### config.mk
export PLATFORM = sky130hd
export DESIGN_NAME = uart_rx_byte_flat
export DESIGN_NICKNAME = d
export VERILOG_FILES = /design/src/rtl/uart_pkg.sv /design/src/rtl/uart_rx_byte_if.sv /design/src/rtl/uart_sync2.sv /design/src/rtl/uart_rx_byte.sv /design/src/flat_wrapper.sv
export SDC_FILE = /design/constraint.sdc
export NUM_CORES = 1
export LEC_CHECK = 0
export ABC_AREA = 1
export CORE_MARGIN = 2
export CORE_UTILIZATION = 29
export CTS_CLUSTER_DIAMETER = 200
export DETAILED_ROUTE_END_ITERATION = 6
export PLACE_DENSITY_LB_ADDON = 0.08
export RECOVER_POWER = 25
export SLEW_MARGIN = 5
export SYNTH_ARGS = -nofsm -noshare
export SYNTH_HDL_FRONTEND = slang
export SYNTH_SLANG_ARGS = --single-unit
export TNS_END_PERCENT = 100
### constraint.sdc
create_clock -name clk_50 -period 1.6 [get_ports clk_50]
set_input_delay 0.24 -clock clk_50 [delete_from_list [all_inputs] [get_ports clk_50]]
set_output_delay 0.24 -clock clk_50 [all_outputs]
set_load 0.03 [all_outputs]
### src/rtl/uart_pkg.sv
// Shared UART definitions: baud timing constant, receiver state encoding,
// counter widths and the ASCII codes used in the robot's status messages.
package uart_pkg;

    localparam int unsigned CLKS_PER_BIT_115200 = 434;  // 50 MHz / 115200
    localparam int unsigned CNT_W  = 9;                 // bit-timing counter width
    localparam int unsigned IDX_W  = 3;                 // data bit index width
    localparam int unsigned DATA_W = 8;                 // bits per character

    typedef enum logic [2:0] {
        IDLE,
        START,
        DATA,
        STOP,
        WAIT_IDLE
    } rx_state_e;

    localparam logic [7:0] ASCII_S      = 8'h53;
    localparam logic [7:0] ASCII_D      = 8'h44;
    localparam logic [7:0] ASCII_P      = 8'h50;
    localparam logic [7:0] ASCII_I      = 8'h49;
    localparam logic [7:0] ASCII_N      = 8'h4E;
    localparam logic [7:0] ASCII_Z      = 8'h5A;
    localparam logic [7:0] ASCII_1      = 8'h31;
    localparam logic [7:0] ASCII_HYPHEN = 8'h2D;
    localparam logic [7:0] ASCII_HASH   = 8'h23;
    localparam logic [7:0] ASCII_LF     = 8'h0A;

endpackage

### src/rtl/uart_rx_byte_if.sv
// Byte-delivery bus between the UART receiver and its consumer.
//   rx_data     : last accepted byte, stable while rx_valid=1
//   rx_valid    : holding-register full flag
//   rx_ack      : consumer acknowledge, clears rx_valid
//   frame_err   : one-cycle pulse, stop bit sampled low
//   overrun_err : one-cycle pulse, good byte dropped because register was full
//   busy        : receiver not idle
// master = receiver side, slave = consumer side.
interface uart_rx_byte_if;
    import uart_pkg::*;

    logic [DATA_W-1:0] rx_data;
    logic              rx_valid;
    logic              rx_ack;
    logic              frame_err;
    logic              overrun_err;
    logic              busy;

    modport master (
        output rx_data, rx_valid, frame_err, overrun_err, busy,
        input  rx_ack
    );

    modport slave (
        input  rx_data, rx_valid, frame_err, overrun_err, busy,
        output rx_ack
    );

endinterface

### src/rtl/uart_sync2.sv
// Two-flop synchroniser for an asynchronous single-bit input.
//   clk : destination clock
//   rst : asynchronous active-high reset, both flops load RESET_VAL
//   d   : asynchronous input
//   q   : synchronised output
module uart_sync2 #(
    parameter logic RESET_VAL = 1'b1
) (
    input  logic clk,
    input  logic rst,
    input  logic d,
    output logic q
);

    logic meta;

    always_ff @(posedge clk or posedge rst) begin
        if (rst) begin
            meta <= RESET_VAL;
            q    <= RESET_VAL;
        end else begin
            meta <= d;
            q    <= meta;
        end
    end

endmodule

### src/rtl/uart_rx_byte.sv
// 8N1 UART receiver with a valid/ack holding register.
//   clk_50 : system clock
//   rst    : asynchronous active-high reset
//   rxin   : serial line, asynchronous, idle high
//   rx_bus : byte-delivery bus (rx_data, rx_valid, rx_ack, frame_err,
//            overrun_err, busy)
// Bits are sampled at their mid-point; the stop bit is judged at its
// mid-point so a start bit immediately following it is still caught.
module uart_rx_byte
    import uart_pkg::*;
#(
    parameter int unsigned CLKS_PER_BIT = CLKS_PER_BIT_115200
) (
    input  logic           clk_50,
    input  logic           rst,
    input  logic           rxin,
    uart_rx_byte_if.master rx_bus
);

    localparam int unsigned HALF_BIT = CLKS_PER_BIT / 2;
    localparam logic [CNT_W-1:0] BIT_LAST  = CNT_W'(CLKS_PER_BIT - 1);
    localparam logic [CNT_W-1:0] HALF_LAST = CNT_W'(HALF_BIT - 1);
    localparam logic [IDX_W-1:0] IDX_LAST  = IDX_W'(DATA_W - 1);

    logic              rx_s;
    logic [1:0]        sync_fill;
    logic              armed;
    rx_state_e         state;
    logic [CNT_W-1:0]  cnt;
    logic [IDX_W-1:0]  bit_idx;
    logic [DATA_W-1:0] shreg;
    logic [DATA_W-1:0] rx_data_q;
    logic              rx_valid_q;
    logic              frame_err_q;
    logic              overrun_err_q;
    logic              busy_q;

    uart_sync2 #(.RESET_VAL(1'b1)) u_sync (
        .clk (clk_50),
        .rst (rst),
        .d   (rxin),
        .q   (rx_s)
    );

    // The synchroniser resets to 1, so rx_s only reflects the real line once
    // both flops have reloaded. A start is accepted only after a genuine high
    // has been seen, which keeps a line held low across reset from looking
    // like a falling edge.
    always_ff @(posedge clk_50 or posedge rst) begin
        if (rst) begin
            sync_fill <= 2'b00;
            armed     <= 1'b0;
        end else begin
            sync_fill <= {sync_fill[0], 1'b1};
            if (sync_fill[1] && rx_s) begin
                armed <= 1'b1;
            end
        end
    end

    // Receive state machine with registered outputs.
    always_ff @(posedge clk_50 or posedge rst) begin
        if (rst) begin
            state         <= IDLE;
            cnt           <= '0;
            bit_idx       <= '0;
            shreg         <= '0;
            rx_data_q     <= '0;
            rx_valid_q    <= 1'b0;
            frame_err_q   <= 1'b0;
            overrun_err_q <= 1'b0;
            busy_q        <= 1'b0;
        end else begin
            frame_err_q   <= 1'b0;
            overrun_err_q <= 1'b0;
            if (rx_bus.rx_ack) begin
                rx_valid_q <= 1'b0;
            end

            case (state)
                IDLE: begin
                    cnt     <= '0;
                    bit_idx <= '0;
                    if (!rx_s && armed) begin
                        state  <= START;
                        busy_q <= 1'b1;
                    end
                end

                START: begin
                    if (cnt == HALF_LAST) begin
                        cnt <= '0;
                        if (!rx_s) begin
                            state <= DATA;
                        end else begin
                            // Start bit gone by mid-point: a glitch, not a frame.
                            state  <= IDLE;
                            busy_q <= 1'b0;
                        end
                    end else begin
                        cnt <= cnt + CNT_W'(1);
                    end
                end

                DATA: begin
                    if (cnt == BIT_LAST) begin
                        cnt            <= '0;
                        shreg[bit_idx] <= rx_s;
                        bit_idx        <= bit_idx + IDX_W'(1);
                        if (bit_idx == IDX_LAST) begin
                            state <= STOP;
                        end
                    end else begin
                        cnt <= cnt + CNT_W'(1);
                    end
                end

                STOP: begin
                    if (cnt == BIT_LAST) begin
                        cnt <= '0;
                        if (rx_s) begin
                            state  <= IDLE;
                            busy_q <= 1'b0;
                            // An ack on this same edge frees the register in time.
                            if (!rx_valid_q || rx_bus.rx_ack) begin
                                rx_data_q  <= shreg;
                                rx_valid_q <= 1'b1;
                            end else begin
                                overrun_err_q <= 1'b1;
                            end
                        end else begin
                            frame_err_q <= 1'b1;
                            state       <= WAIT_IDLE;
                        end
                    end else begin
                        cnt <= cnt + CNT_W'(1);
                    end
                end

                WAIT_IDLE: begin
                    cnt <= '0;
                    if (rx_s) begin
                        state  <= IDLE;
                        busy_q <= 1'b0;
                    end
                end

                default: begin
                    state  <= IDLE;
                    cnt    <= '0;
                    busy_q <= 1'b0;
                end
            endcase
        end
    end

    assign rx_bus.rx_data     = rx_data_q;
    assign rx_bus.rx_valid    = rx_valid_q;
    assign rx_bus.frame_err   = frame_err_q;
    assign rx_bus.overrun_err = overrun_err_q;
    assign rx_bus.busy        = busy_q;

endmodule

### src/flat_wrapper.sv
// flat-port wrapper written by rule: the top's interface ports become plain ports
module uart_rx_byte_flat import uart_pkg::*;
#(
    parameter int unsigned CLKS_PER_BIT = CLKS_PER_BIT_115200
)
  (clk_50, rst, rxin, rx_bus_rx_data, rx_bus_rx_valid, rx_bus_frame_err, rx_bus_overrun_err, rx_bus_busy, rx_bus_rx_ack);
  uart_rx_byte_if rx_bus_i ();
  input  logic clk_50;
  input  logic rst;
  input  logic rxin;
  output wire logic [$bits(rx_bus_i.rx_data)-1:0] rx_bus_rx_data;
  output wire logic [$bits(rx_bus_i.rx_valid)-1:0] rx_bus_rx_valid;
  output wire logic [$bits(rx_bus_i.frame_err)-1:0] rx_bus_frame_err;
  output wire logic [$bits(rx_bus_i.overrun_err)-1:0] rx_bus_overrun_err;
  output wire logic [$bits(rx_bus_i.busy)-1:0] rx_bus_busy;
  input wire logic [$bits(rx_bus_i.rx_ack)-1:0] rx_bus_rx_ack;
  assign rx_bus_rx_data = rx_bus_i.rx_data;
  assign rx_bus_rx_valid = rx_bus_i.rx_valid;
  assign rx_bus_frame_err = rx_bus_i.frame_err;
  assign rx_bus_overrun_err = rx_bus_i.overrun_err;
  assign rx_bus_busy = rx_bus_i.busy;
  assign rx_bus_i.rx_ack = rx_bus_rx_ack;
  uart_rx_byte #(.CLKS_PER_BIT(CLKS_PER_BIT)) u_core (.clk_50(clk_50), .rst(rst), .rxin(rxin), .rx_bus(rx_bus_i));
endmodule
==> impl_metrics.env, run 1 <==
export IMPL_hold_viol=0
export IMPL_relSlewSlack=0.320
export IMPL_synth_top_cell_by_area="dfrtp_1"
export IMPL_worstHoldPathType="flip-flop to flip-flop"
export IMPL_crit_path_top_delay_cell="clkdlybuf4s50_1"
export IMPL_wl_per_cell_um=11.7
export IMPL_setup_viol=0
export IMPL_overflow=0
export IMPL_syn_area_um2=1930
export IMPL_critPathLaunchType="flip-flop"
export IMPL_first_pass_iters=4
export IMPL_crit_type="flip-flop to output port"
export IMPL_dr_max_layer_used="met4"
export IMPL_wl_met1_um=1850
export IMPL_die_h_um=85.6
export IMPL_port_buffer_count=15
export IMPL_synth_main_ff_cell="dfrtp_1"
export IMPL_slew_viol_final=0
export IMPL_numCtsBuffers=5
export IMPL_p_total_mw=2.52
export IMPL_rsz0062_at_grt="true"
export IMPL_grt_pass1_wl_um=6260
export IMPL_synth_area_top_cells="dfrtp_1 49%, nand2_1 8.2%, inv_1 5.6%"
export IMPL_dp_hpwl_um=2450
export IMPL_diodes=0
export IMPL_cts_max_level=2
export IMPL_initial_utilization=0.302
export IMPL_slowest_delay_ns=0.66
export IMPL_grt_pass1_vias=1324
export IMPL_worst_path_stages=1
export IMPL_status="finished clean"
export IMPL_fin_crit_ns=1.55
export IMPL_cts_tree="yes"
export IMPL_ys_warn_count=0
export IMPL_ys_ff_latch=40
export IMPL_drive_above_1_share=0.176
export IMPL_final_nets=247
export IMPL_synth_top_cell_area_share=0.493
export IMPL_reg2reg_from="u_core.cnt[1]"
export IMPL_clk_pin_slew_ns=0.08
export IMPL_antenna_found_initial=0
export IMPL_irDropWorstVdd_mv=0.461
export IMPL_leakage_nw=1.18
export IMPL_ys_types=29
export IMPL_cp_max_fo=2
export IMPL_antenna_left=0
export IMPL_r2r_cells=9
export IMPL_path_delay_family="buffers and inverters"
export IMPL_rrSetupSlack_ns=0.07
export IMPL_final_common_cell="nand2_1"
export IMPL_rows=29
export IMPL_grt_usage=0.110
export IMPL_hold_buffers=0
export IMPL_routed_wl_um=3700
export IMPL_clock_latency_ns=0.30
export IMPL_max_freq_ghz=0.645
export IMPL_route_met3_wl_um=180
export IMPL_vias_per_cell=4.31
export IMPL_area_delta_synth_final_pct=20.4
export IMPL_post_cts_setup_buffer_count=0
export IMPL_whs_ns=0.354
export IMPL_required_ns=1.36
export IMPL_cts_root_buf="clkbuf_8"
export IMPL_met2_length_um=1600
export IMPL_avgSynthCellArea_um2=9.02
export IMPL_cts_sinks=40
export IMPL_layout_common_cells="41 x nand2_1, 38 x dfrtp_1, 29 x inv_1"
export IMPL_worstPathCellList="clkdlybuf4s50_1"
export IMPL_die_w_um=85.6
export IMPL_yosysSeqAreaShare=0.520
export IMPL_fin_crit_sh=0.969
export IMPL_die_area_um2=7330
export IMPL_tightestPinTransition_ns=1.02
export IMPL_via_count=1363
export IMPL_synth_edff_count=0
export IMPL_async_flop_share=1.00
export IMPL_maxCapViolCount=0
export IMPL_reg2reg_to="u_core.shreg[3]"
export IMPL_crit_arrival_ns=1.31
export IMPL_crit_path_end_kind="output port"
export IMPL_final_util=0.364
export IMPL_grt_max_degree=41
export IMPL_cts_buffer_depth=2
export IMPL_synthCells=214
export IMPL_core_um2=6390
export IMPL_gp_congestion=0.753
export IMPL_syn_nets=223
export IMPL_pin_count=16
export IMPL_drc=0
export IMPL_finClkSkew_ns=0.00758
export IMPL_cp_buffers_inverters=1
export IMPL_endpoint="rx_bus_rx_data[4]"
export IMPL_drtIter0Drc=63
export IMPL_p_per_area_nw_per_um2=1080
export IMPL_cp_startpoint="u_core.rx_bus.rx_data[4]"
## registers in the layout, summed over array words and instances (netlist names)
name,count
u_core.armed,1
u_core.bit_idx,3
u_core.cnt,9
u_core.rx_bus.busy,1
u_core.rx_bus.frame_err,1
u_core.rx_bus.overrun_err,1
u_core.rx_bus.rx_data,8
u_core.rx_bus.rx_valid,1
u_core.shreg,8
u_core.state,3
u_core.sync_fill,2
u_core.u_sync.meta,1
u_core.u_sync.q,1
## cell usage after synthesis (5+ instances only)
master	count
dfrtp_1	38
o21ai_1	7
nor2_1	16
nand2_1	42
xor2_1	5
o21ai_0	5
nand3_1	14
a21oi_1	11
ha_1	5
o21ai_2	8
inv_1	29
## layer usage
metal | track usage | up-vias
li1 | - | 720
met1 | 0.148 | 617
met2 | 0.158 | 21
met3 | 0.0356 | 5
met4 | 0.0563 | 0
met5 | 0 | -
## power by group
part           switching, mW  internal (mW)  total (mW)
clock                  0.357          0.351       0.707
combinational          0.421          0.228       0.648
sequential            0.0694           1.09        1.16
## metrics by stage
stage	std cells	cell area, um2	setup WS [ns]	setup TNS (ns)
2_1_floorplan	214	1930	0.165	0
3_3_place_gp	306	2190	0.0101	0
3_5_place_dp	306	2190	0.0156	0
4_1_cts	314	2280	0.00519	0
5_1_grt	316	2320	-0.0271	-0.129
6_report	316	2320	0.0488	0
## worst min-delay path by stage
stage                                   start                     end  slack [ns]  depth (start not counted)
after floorplan                          rxin      u_core.u_sync.meta        0.24                          0
final                     u_core.sync_fill[0]     u_core.sync_fill[1]        0.35                          0
after global placement    u_core.sync_fill[0]     u_core.sync_fill[1]        0.33                          0
after detailed placement  u_core.sync_fill[0]     u_core.sync_fill[1]        0.34                          0
after global routing      u_core.sync_fill[0]     u_core.sync_fill[1]        0.36                          0
after CTS                                 rst  u_core.rx_bus.rx_valid        0.31                          3
## cell families after synthesis
family / after synthesis / synth area share
AO/OA/AOI/OAI: 33 / 0.103
flip-flops: 40 / 0.520
buffers and inverters: 38 / 0.0842
XOR/XNOR: 7 / 0.0318
adder cells (fa/ha/maj): 5 / 0.0324
other: 1 / 0.00194
AND/OR/NAND/NOR: 90 / 0.227
## area by class of cell
type / instances / area (um2)
Fill cell: 659 / 4060
Sequential cell: 40 / 1000
Multi-Input combinational cell: 138 / 801
Timing Repair Buffer: 20 / 204
Inverter: 33 / 126
Tap cell: 77 / 96.3
Clock buffer: 7 / 86.3
Clock inverter: 1 / 7.51
## what timing repair did
action                     CTS  global route
setup endpoints to repair    1            27
gates resized for setup      1            13
pin swaps                    0             1
gates cloned                 0             2
Power figures use the tool's default switching activity.
==> run 2: changes to the inputs <==
--- a/config.mk
+++ b/config.mk
@@ -6,6 +6,7 @@
 export NUM_CORES = 1
 export LEC_CHECK = 0
 export ABC_AREA = 1
+export CAP_MARGIN = 25
 export CORE_MARGIN = 2
 export CORE_UTILIZATION = 29
 export CTS_CLUSTER_DIAMETER = 200
==> results of run 2 <==
The final DEF is identical to that of run 1; final timing and power are the same.
